<file path="src/rtl/adex_param_sequencer.sv">
// adex_param_sequencer
//
// Holds a 7-byte shadow copy of the AdEx neuron parameters and, on request,
// streams it into the neuron's nibble-serial loader:
//   SETUP (1 cycle) -> 16 x { STROBE_H (STROBE_HI cycles), STROBE_L (STROBE_LO cycles) }
//   -> EXIT (2 cycles, neuron commits) -> DONE (1 cycle) -> IDLE
// Strobe 0 carries 4'h0, strobes 1..14 carry the shadow bytes high nibble
// first, strobe 15 carries the 4'hF footer. The neuron core is frozen while
// the load is in progress.
//
// Optional feature: define ADEX_SEQ_STEP_LIMIT_EN to add a run step limiter
// (step_limit input, steps_done output). Without it, enable_core = run & ~busy.
//
// Ports
//   clk         in   clock, rising edge
//   reset       in   synchronous active-high reset
//   wr_en       in   shadow write strobe
//   wr_addr[3]  in   shadow index 0=DeltaT 1=TauW 2=a 3=b 4=Vreset 5=VT 6=Ibias
//   wr_data[8]  in   shadow write data
//   start       in   begin streaming the shadow set (accepted in IDLE only)
//   run         in   request to advance the neuron core
//   step_limit  in   (option) number of enabled cycles per run rise, 0=unlimited
//   steps_done  out  (option) pulse with the last permitted enabled cycle
//   load_mode   out  neuron loader mode pin
//   load_enable out  neuron loader nibble strobe
//   nibble[4]   out  nibble bus to neuron uio[3:0]
//   enable_core out  neuron core step enable
//   busy        out  load sequence in progress
//   done        out  one-cycle pulse at sequence completion
//   err         out  sticky illegal-write flag
module adex_param_sequencer #(
  parameter int STROBE_HI = 2,
  parameter int STROBE_LO = 2
) (
  input  logic        clk,
  input  logic        reset,
  input  logic        wr_en,
  input  logic [2:0]  wr_addr,
  input  logic [7:0]  wr_data,
  input  logic        start,
  input  logic        run,
`ifdef ADEX_SEQ_STEP_LIMIT_EN
  input  logic [15:0] step_limit,
  output logic        steps_done,
`endif
  output logic        load_mode,
  output logic        load_enable,
  output logic [3:0]  nibble,
  output logic        enable_core,
  output logic        busy,
  output logic        done,
  output logic        err
);

  localparam logic [2:0] S_IDLE     = 3'd0;
  localparam logic [2:0] S_SETUP    = 3'd1;
  localparam logic [2:0] S_STROBE_H = 3'd2;
  localparam logic [2:0] S_STROBE_L = 3'd3;
  localparam logic [2:0] S_EXIT     = 3'd4;
  localparam logic [2:0] S_DONE     = 3'd5;

  localparam logic [3:0] HI_LAST = 4'(STROBE_HI - 1);
  localparam logic [3:0] LO_LAST = 4'(STROBE_LO - 1);

  localparam logic [7:0] SHADOW_RST [0:6] = '{8'd2, 8'd100, 8'd2, 8'd40, 8'd191, 8'd206, 8'd128};

  logic [2:0] r_state;
  logic [3:0] r_cnt;
  logic [3:0] r_strobe;
  logic [7:0] r_shadow [0:6];

  logic       r_load_mode;
  logic       r_load_enable;
  logic [3:0] r_nibble;
  logic       r_enable_core;
  logic       r_busy;
  logic       r_done;
  logic       r_err;

  logic [2:0] w_state_next;
  logic [3:0] w_cnt_next;
  logic [3:0] w_strobe_next;
  logic       w_busy;
  logic       w_busy_next;
  logic       w_wr_ok;
  logic       w_wr_bad;
  logic       w_start_ok;
  logic       w_en_next;
  logic [3:0] w_seq [0:15];

  // Sequencer next-state logic
  always_comb begin
    w_state_next  = r_state;
    w_cnt_next    = r_cnt;
    w_strobe_next = r_strobe;
    case (r_state)
      S_IDLE: begin
        if (start) begin
          w_state_next = S_SETUP;
          w_cnt_next   = 4'd0;
        end
      end
      S_SETUP: begin
        w_state_next  = S_STROBE_H;
        w_cnt_next    = 4'd0;
        w_strobe_next = 4'd0;
      end
      S_STROBE_H: begin
        if (r_cnt == HI_LAST) begin
          w_state_next = S_STROBE_L;
          w_cnt_next   = 4'd0;
        end else begin
          w_cnt_next = r_cnt + 4'd1;
        end
      end
      S_STROBE_L: begin
        if (r_cnt == LO_LAST) begin
          w_cnt_next = 4'd0;
          if (r_strobe == 4'd15) begin
            w_state_next = S_EXIT;
          end else begin
            w_state_next  = S_STROBE_H;
            w_strobe_next = r_strobe + 4'd1;
          end
        end else begin
          w_cnt_next = r_cnt + 4'd1;
        end
      end
      S_EXIT: begin
        if (r_cnt == 4'd1) begin
          w_state_next = S_DONE;
          w_cnt_next   = 4'd0;
        end else begin
          w_cnt_next = r_cnt + 4'd1;
        end
      end
      S_DONE:  w_state_next = S_IDLE;
      default: w_state_next = S_IDLE;
    endcase
  end

  assign w_busy      = (r_state == S_SETUP) || (r_state == S_STROBE_H) ||
                       (r_state == S_STROBE_L) || (r_state == S_EXIT);
  assign w_busy_next = (w_state_next == S_SETUP) || (w_state_next == S_STROBE_H) ||
                       (w_state_next == S_STROBE_L) || (w_state_next == S_EXIT);
  assign w_wr_ok     = wr_en && !w_busy && (wr_addr != 3'd7);
  assign w_wr_bad    = wr_en && (w_busy || (wr_addr == 3'd7));
  assign w_start_ok  = (r_state == S_IDLE) && start;

  // Shadow registers: writes only outside the load so a stream is never torn
  genvar gi;
  generate
    for (gi = 0; gi < 7; gi++) begin : g_shadow
      always_ff @(posedge clk) begin
        if (reset) begin
          r_shadow[gi] <= SHADOW_RST[gi];
        end else if (w_wr_ok && (wr_addr == 3'(gi))) begin
          r_shadow[gi] <= wr_data;
        end
      end
    end
  endgenerate

  // Nibble carried by each of the 16 strobes
  generate
    for (gi = 0; gi < 16; gi++) begin : g_seq
      if (gi == 0) begin : g_head
        assign w_seq[gi] = 4'h0;
      end else if (gi == 15) begin : g_foot
        assign w_seq[gi] = 4'hF;
      end else if ((gi % 2) == 1) begin : g_high
        assign w_seq[gi] = r_shadow[(gi - 1) / 2][7:4];
      end else begin : g_low
        assign w_seq[gi] = r_shadow[(gi - 1) / 2][3:0];
      end
    end
  endgenerate

`ifdef ADEX_SEQ_STEP_LIMIT_EN
  logic        r_run_d;
  logic        r_limited;
  logic [15:0] r_steps_left;
  logic        r_steps_done;
  logic        w_run_rise;
  logic        w_limited;
  logic [15:0] w_remaining;

  // A run rising edge reloads the budget; a zero limit means unlimited.
  assign w_run_rise  = run && !r_run_d;
  assign w_limited   = w_run_rise ? (step_limit != 16'd0) : r_limited;
  assign w_remaining = w_run_rise ? step_limit : r_steps_left;
  assign w_en_next   = run && !w_busy_next && (!w_limited || (w_remaining != 16'd0));

  always_ff @(posedge clk) begin
    if (reset) begin
      r_run_d      <= 1'b0;
      r_limited    <= 1'b0;
      r_steps_left <= 16'd0;
      r_steps_done <= 1'b0;
    end else begin
      r_run_d      <= run;
      r_limited    <= w_limited;
      r_steps_left <= (w_limited && w_en_next) ? (w_remaining - 16'd1) : w_remaining;
      r_steps_done <= w_limited && w_en_next && (w_remaining == 16'd1);
    end
  end

  assign steps_done = r_steps_done;
`else
  assign w_en_next = run && !w_busy_next;
`endif

  // State and registered outputs; outputs are decoded from the next state so
  // they line up with the state they describe.
  always_ff @(posedge clk) begin
    if (reset) begin
      r_state       <= S_IDLE;
      r_cnt         <= 4'd0;
      r_strobe      <= 4'd0;
      r_load_mode   <= 1'b0;
      r_load_enable <= 1'b0;
      r_nibble      <= 4'h0;
      r_enable_core <= 1'b0;
      r_busy        <= 1'b0;
      r_done        <= 1'b0;
      r_err         <= 1'b0;
    end else begin
      r_state       <= w_state_next;
      r_cnt         <= w_cnt_next;
      r_strobe      <= w_strobe_next;
      r_load_mode   <= w_busy_next;
      r_busy        <= w_busy_next;
      r_load_enable <= (w_state_next == S_STROBE_H);
      r_done        <= (w_state_next == S_DONE);
      r_enable_core <= w_en_next;
      if (w_state_next == S_SETUP) begin
        r_nibble <= 4'h0;
      end else if ((w_state_next == S_STROBE_H) && (r_state != S_STROBE_H)) begin
        r_nibble <= w_seq[w_strobe_next];
      end
      // An illegal write in the same cycle as an accepted start still flags.
      if (w_wr_bad) begin
        r_err <= 1'b1;
      end else if (w_start_ok) begin
        r_err <= 1'b0;
      end
    end
  end

  assign load_mode   = r_load_mode;
  assign load_enable = r_load_enable;
  assign nibble      = r_nibble;
  assign enable_core = r_enable_core;
  assign busy        = r_busy;
  assign done        = r_done;
  assign err         = r_err;

endmodule

</file>
<file path="config.mk">
export PLATFORM = sky130hd
export DESIGN_NAME = adex_param_sequencer
export DESIGN_NICKNAME = d
export VERILOG_FILES = /design/src/rtl/adex_param_sequencer.sv
export SDC_FILE = /design/constraint.sdc
export NUM_CORES = 1
export LEC_CHECK = 0
export CAP_MARGIN = 20
export CORE_ASPECT_RATIO = 2
export CORE_UTILIZATION = 40
export CTS_BUF_LIST = sky130_fd_sc_hd__clkbuf_8
export DETAILED_ROUTE_END_ITERATION = 10
export GPL_TIMING_DRIVEN = 0
export PLACE_DENSITY_LB_ADDON = 0.25
export SLEW_MARGIN = 20
export SYNTH_ARGS = -nofsm -noshare
export SYNTH_HDL_FRONTEND = slang
export SYNTH_SLANG_ARGS = --single-unit
</file>
<file path="constraint.sdc">
create_clock -name clk -period 3.8 [get_ports clk]
set_clock_uncertainty 0.1 [all_clocks]
set_input_delay 0.95 -clock clk [delete_from_list [all_inputs] [get_ports clk]]
set_output_delay 0.95 -clock clk [all_outputs]
set_load 0.05 [all_outputs]
</file>
# [After elaboration in Yosys (flattened, before gate mapping)]
# Memories as Yosys holds them, arrays and structs flattened.
# Cells that the tools add are included.
[totals] latch_bits=0 reg_bits=20 romBits=0 output_inout_bits=10 ram_bits=56 n_memories=1
[mem_list] name="r_shadow" words=7 width=8 read_ports=7 rd_ports_with_merged_regs=0 wr=7 line="70" rtl="logic [7:0] r_shadow [0:6];"
[op_classes] mux=47 shift=0 n_eq_ne=21 bitwise_logic=8 magnitude_cmp=1 n_addsub=2 n_div=0 n_reduce_logical=29 n_mul=0
[ops] cell="$mux W8" n=7
[ops] cell="$mux W1" n=25
[ops] cell="$mux W4" n=6
[ops] cell="$eq A3 B3 Y1 const B" n=7
[ops] cell="$eq A3 B2 Y1 const B" n=6
[ops] cell="$bmux W4 S4" n=1
[ops] cell="$mux W3" n=5
[ops] cell="$pmux W3 S5" n=1
[ops] cell="$logic_and A1 B1 Y1" n=13
[ops] cell="$pmux W4 S3" n=1
[ops] cell="$eq A3 B1 Y1 const B" n=3
[ops] cell="$add A4 B1 Y4 const B" n=2
[ops] cell="$pmux W4 S2" n=1
[ops] cell="$logic_or A1 B1 Y1" n=7
[ops] cell="$or A1 B1 Y1" n=7
[ops] cell="$logic_not A3 Y1" n=2
[ops] cell="$ge A5 B5 Y1 const B" n=1
[ops] cell="$not A4 Y5" n=1
[ops] cell="$eq A4 B1 Y1 const B" n=1
[ops] cell="$eq A4 B4 Y1 const B" n=1
[ops] cell="$ne A3 B2 Y1 const B" n=1
[ops] cell="$ne A3 B3 Y1 const B" n=1
[ops] cell="$reduce_bool A3 Y1" n=1
[ops] cell="$reduce_or A3 Y1" n=1
[ops] cell="5 further kinds" n=6

# [Logic depth before layout (Yosys ltp)]
[logic_depth] depth_word=12 mapped_depth=12 depth_no_buf=9

# [Worst setup path after synthesis]
# No wires, ideal clock.
[synth_timing] path_kind="input port to flip-flop" startpoint="input wr_addr[0]" endpoint="memory r_shadow[5][0], enable pin" cell_stages=3 n_path_buf=1 path_slack_ns=1.317 t_arrival_ns=1.999 setup_time_ns=0.384 required_time_ns=3.316 path_cell_list="clkbuf_1 -> nand2_1 -> o21ai_0"
[synth_lines] element="start, declared" line="38" rtl="input logic [2:0] wr_addr,"
[synth_lines] element="end, declared" line="70"

# [Worst setup path after layout]
[layout_timing] startpoint="register r_cnt[0]" endpoint="register r_nibble[3], in the netlist nibble[3]"
[layout_between] elab_chain_len=7 word_cells_on_any_way=15 classes_between="eq/ne (3); mux (9); bitwise (1); reduce/logical (2)"
[layout_rtl] element="start, declared" line="68" rtl="logic [3:0] r_cnt;"
[layout_rtl] element="start signal, assigned" line="229" rtl="r_cnt <= w_cnt_next;"
[layout_rtl] element="$eq A4 B1 Y1 *" line="109, 117, 130"
[layout_rtl] element="$mux W4" line="117" rtl="if (r_cnt == LO_LAST) begin"
[layout_rtl] element="$pmux W4 S2" line="96" rtl="case (r_state)"
[layout_rtl] element="$not A4 Y5 (not written as such)" line="239" rtl="r_nibble <= w_seq[w_strobe_next];"
[layout_rtl] element="$bmux W4 S4" line="239"
[layout_rtl] element="$mux W4 (not written as such) (2 in series)" line="239"
[layout_rtl] element="end signal, assigned" line="239"
[layout_rtl] element="end, declared" line="74" rtl="logic [3:0] r_nibble;"
# Every way passes the cells marked *; elsewhere a longest branch is shown, timed or not. The select of a mux whose other input is x is not followed.
# A chain may end at the register's enable or synchronous reset.

==> results.md <==
- The synthesized design contains 56 enable-type register cells.
- The vias per cell is 5.56.
- The initial antenna violation count came to 0.
- The count of vias placed by the detailed router is 2623.
- The fraction of registers with async set/reset is 0%.
- The minimum clock period after layout is 3.05 ns.
- By area the synthesized netlist is led by edfxtp_1, dfxtp_1, and2_1.
- The flow ran to the end, but the final reports show violations.
- Measured along the x axis, the die boundary spans 70.5 um.
- The die outline area is 9800 um^2.
- The post-DP HPWL is 6770 um.
- The final hold violation count is 0.
- The worst-margin pin slew is 1.00 ns.
- Excluding fillers, the count of instances in the completed layout stands at 472.
- In this run the tool buffered the top-level ports with 22 buffer cells.
- The synthesized design contains 76 register bits.
- The final reports fail on design-rule violations.
- The routed design has 8960 um of wire.
- Multiplexer cells account for 7.10% of the synthesized area.
- The end-of-flow core utilization is 47.6%.
- The routability congestion estimate is 0.881.
- Summing the areas of all fa, ha and maj instances in the mapped netlist gives 1.00% of the synthesized area.
- The cts-stage hold buffer count is 0.
- The via count of the first global-routing pass is 2647.
- Summed over all failing endpoints, the final setup total negative slack is 0 ns.
- For this block, the initial DRC count from the detailed router was 145.
- The clock tree from TritonCTS is done.
- The starting utilization of the core area is 41.4%.
- The number of primary I/O pins is 26.
- Of all cell types, the one taking the most synthesized area is edfxtp_1.
- The area of the core region is 9070 um^2.
- The global-route congestion overflow total is 0.
- The height of the die is 139 um.
- The per-cell routed wire length is 19.0 um.
- The clock root buffer is clkbuf_8.
- The final hold slack is 0.380 ns.
- In the final layout, the share of cells above drive strength 1 is 12.2%.
- For this design the static power due to leakage is 1.43 nW.
- The dominant combinational cell family by area after synthesis is simple AND/OR/NAND/NOR gates.
- STA puts the critical path data required time at 4.00 ns.
- The library cell contributing the largest single delay on the critical path is nor3_2.
- For this run, the slowest stage of the critical path takes 0.52 ns.
- Global routing consumed, over all layers together, 19.4% of the routing resources.
- In the synthesized netlist the dominant register cell turns out to be edfxtp_1.
- When the netlist entered floorplanning its net count stood at 351.
- Entering global routing, the biggest net connects 16 pins.
- Buffers inserted during clock tree synthesis total 9.
- The detailed-route DRC error count is 4.
- The number of synthesis warnings is 0.
- The overall power of the completed layout is 1.77 mW.
- The final layout contains 384 nets.
- The startpoint class of the critical path is a register.
- Traced cell by cell, the critical path runs through ha_1 > nor3b_2 > a21oi_1 > nor3_2 > buf_2 > o211ai_1 > a211oi_1 > o31a_1.
- The number of routed nets with antenna violations is 0.
- The cell count after synthesis is 332.
- The number of maximum-capacitance violations is 0.
- Averaged over all synthesized cells, the footprint is 11.3 um^2.
- After synthesis, the netlist uses 50 different library cells.
- The clock net sink count is 76.
- The number of core rows is 49.
- Setup violations remaining at the end of the flow were counted as 0.
- Along the worst path, the maximum fanout reaches 10.
- The number of buffers and inverters on the critical path is 1.
- The post-synthesis sequential area ratio is 55.4%.
- The H-tree was split into 3 levels.
- IR analysis of the VDD net gives a maximum drop of 0.189 mV.
- Summed over its instances, the top area cell type makes up 44.8% of the synthesized netlist area.
- The endpoint kind of the worst setup timing path is a register.
- The multi-input logic area is 1580 um^2.
- The global-route wire length before repair is 14000 um.
- The sequential cell area is 2080 um^2.
- Dividing total power by cell area gives a power density of 411 nW/um^2.
- The worst pin sits at a relative slew slack of 32.3%.
- The clock-pin slew reported for the worst setup and hold paths after clock tree synthesis is 0.09 ns.
- The clock passes through at most 2 buffers.
- The family with the most delay on the worst path is simple AND/OR/NAND/NOR gates.
- The clock reaches the later pin of the worst-skew pair after 0.36 ns.
- The area fraction in and, or, nand and nor cells after synthesis is 22.4%.
- The total inserted antenna cells is 0.
- Setup repair after global routing left no endpoint under its margin.
- The type of the worst setup path is register to register.
- Once the clock tree was built, the setup fixing pass inserted 0 buffers.
- For this run, the detailed router's first-pass iteration total came to 8.
- After filler insertion, the fill cell instance count of the layout stands at 850.
- The number of pins with negative max-slew slack in the final report was 0.
- STA puts the critical path data arrival time at 3.25 ns.
- The number of gates resized after CTS is 0.
- The post-placement cell count is 456.
- For this run, the top clock speed supported by timing is 327 MHz.
- The min-delay analysis places its worst path in the category register to register.
- Summing the areas of all compound-gate instances in the mapped netlist gives 10.4% of the synthesized area.
- The period utilization is 80.4%.
- The layout overhead on the synthesized area is 15.0%.
- The XOR/XNOR share of the synthesized area is 0.933%.
- In this run the cell area of the synthesized design comes to 3750 um^2.
[registers in the layout, summed over array words and instances, names as in the netlist]
signal       cells
r_cnt            4
r_state          3
r_shadow        56
nibble           4
done             1
busy             1
enable_core      1
load_enable      1
r_strobe         4
err              1
[per-layer routing]
| layer | part of all wire, % | GRT usage (%) |
|---|---|---|
| met2 | 57 | 36.8 |
| met1 | 36 | 19.5 |
| met4 | 3.2 | 11.0 |
| met3 | 3.1 | 3.05 |
| met5 | 0 | 0 |
[report_power, final]
group | total, mW | switching [mW] | internal, mW
sequential | 0.933 | 0.0139 | 0.919
combinational | 0.194 | 0.125 | 0.0689
clock | 0.647 | 0.334 | 0.314
total | 1.77 | 0.472 | 1.30
[cells in the mapped netlist, types with 2 or more instances]
library cell,count
o22ai_1,3
o211ai_1,2
or3_1,9
buf_2,8
mux2_2,2
a31o_2,3
o21ai_0,10
xnor2_1,2
nor2b_1,4
nor2_1,22
xor2_1,2
nand2_1,18
mux2_1,3
a211oi_1,8
and3_1,2
a221oi_1,7
edfxtp_1,56
clkbuf_1,5
mux2i_1,12
and2_1,40
nand2b_1,19
dfxtp_1,20
nor3b_2,2
a21oi_1,14
o221a_1,2
nand3_1,3
nand4_1,3
nor3_2,2
nor3b_1,2
nor4_1,6
nor3_1,10
inv_1,6
mux2_4,6
ha_1,3
[worst paths after layout]
kind | slack [ns] | depth (start not counted) | startpoint | end
setup / recovery | 0.75 | 8 | r_cnt[0] | nibble[3]
hold / removal | 0.38 | 2 | err | err
hold reg to reg | 0.38 | 2 | err | err
setup reg to reg | 0.75 | 8 | r_cnt[0] | nibble[3]
[metrics by stage]
step	cell area, um^2	setup slack, ns
4_1_cts	4320	0.803
3_3_place_gp	4100	0.555
3_5_place_dp	4110	0.643
5_1_grt	4320	0.580
2_1_floorplan	3750	1.32
6_report	4320	0.745
[cells in the final DEF (no fill, tap or decap), types with 3 or more instances in the layout]
cell type	Yosys	final
edfxtp_1	56	56
and2_1	40	40
nor2_1	22	22
clkdlybuf4s50_1	0	22
dfxtp_1	20	20
nand2b_1	19	19
nand2_1	18	18
a21oi_1	14	14
mux2i_1	12	12
nor3_1	10	10
o21ai_0	10	9
or3_1	9	9
clkbuf_8	0	9
buf_2	8	8
a211oi_1	8	8
a221oi_1	7	7
inv_1	6	6
mux2_4	6	6
clkbuf_1	5	5
nor4_1	6	5
nor2b_1	4	4
inv_6	0	4
a31o_2	3	3
nand3_1	3	3
nand4_1	3	3
o22ai_1	3	3
mux2_1	3	3
ha_1	3	3
[logic make-up after synthesis]
logic type,Yosys count
compound gates,57
xor+xnor,4
fa+ha+maj,3
buf+inv,22
flops,76
mux,23
simple gates,147
[final cells by class]
type / instances / share of cell area, %
Timing Repair Buffer: 22 / 5.10
Multi-Input combinational cell: 234 / 36.6
Inverter: 6 / 0.521
Buffer: 16 / 1.88
Clock inverter: 7 / 1.88
Sequential cell: 76 / 48.2
Clock buffer: 9 / 2.87
Tap cell: 102 / 2.95
[worst min-delay path, stage by stage (launching register included)]
cell and delay, ns:
dfxtp_1 0.33, nand2_1 0.06, a21oi_1 0.05
(Power assumes the default switching activity.)
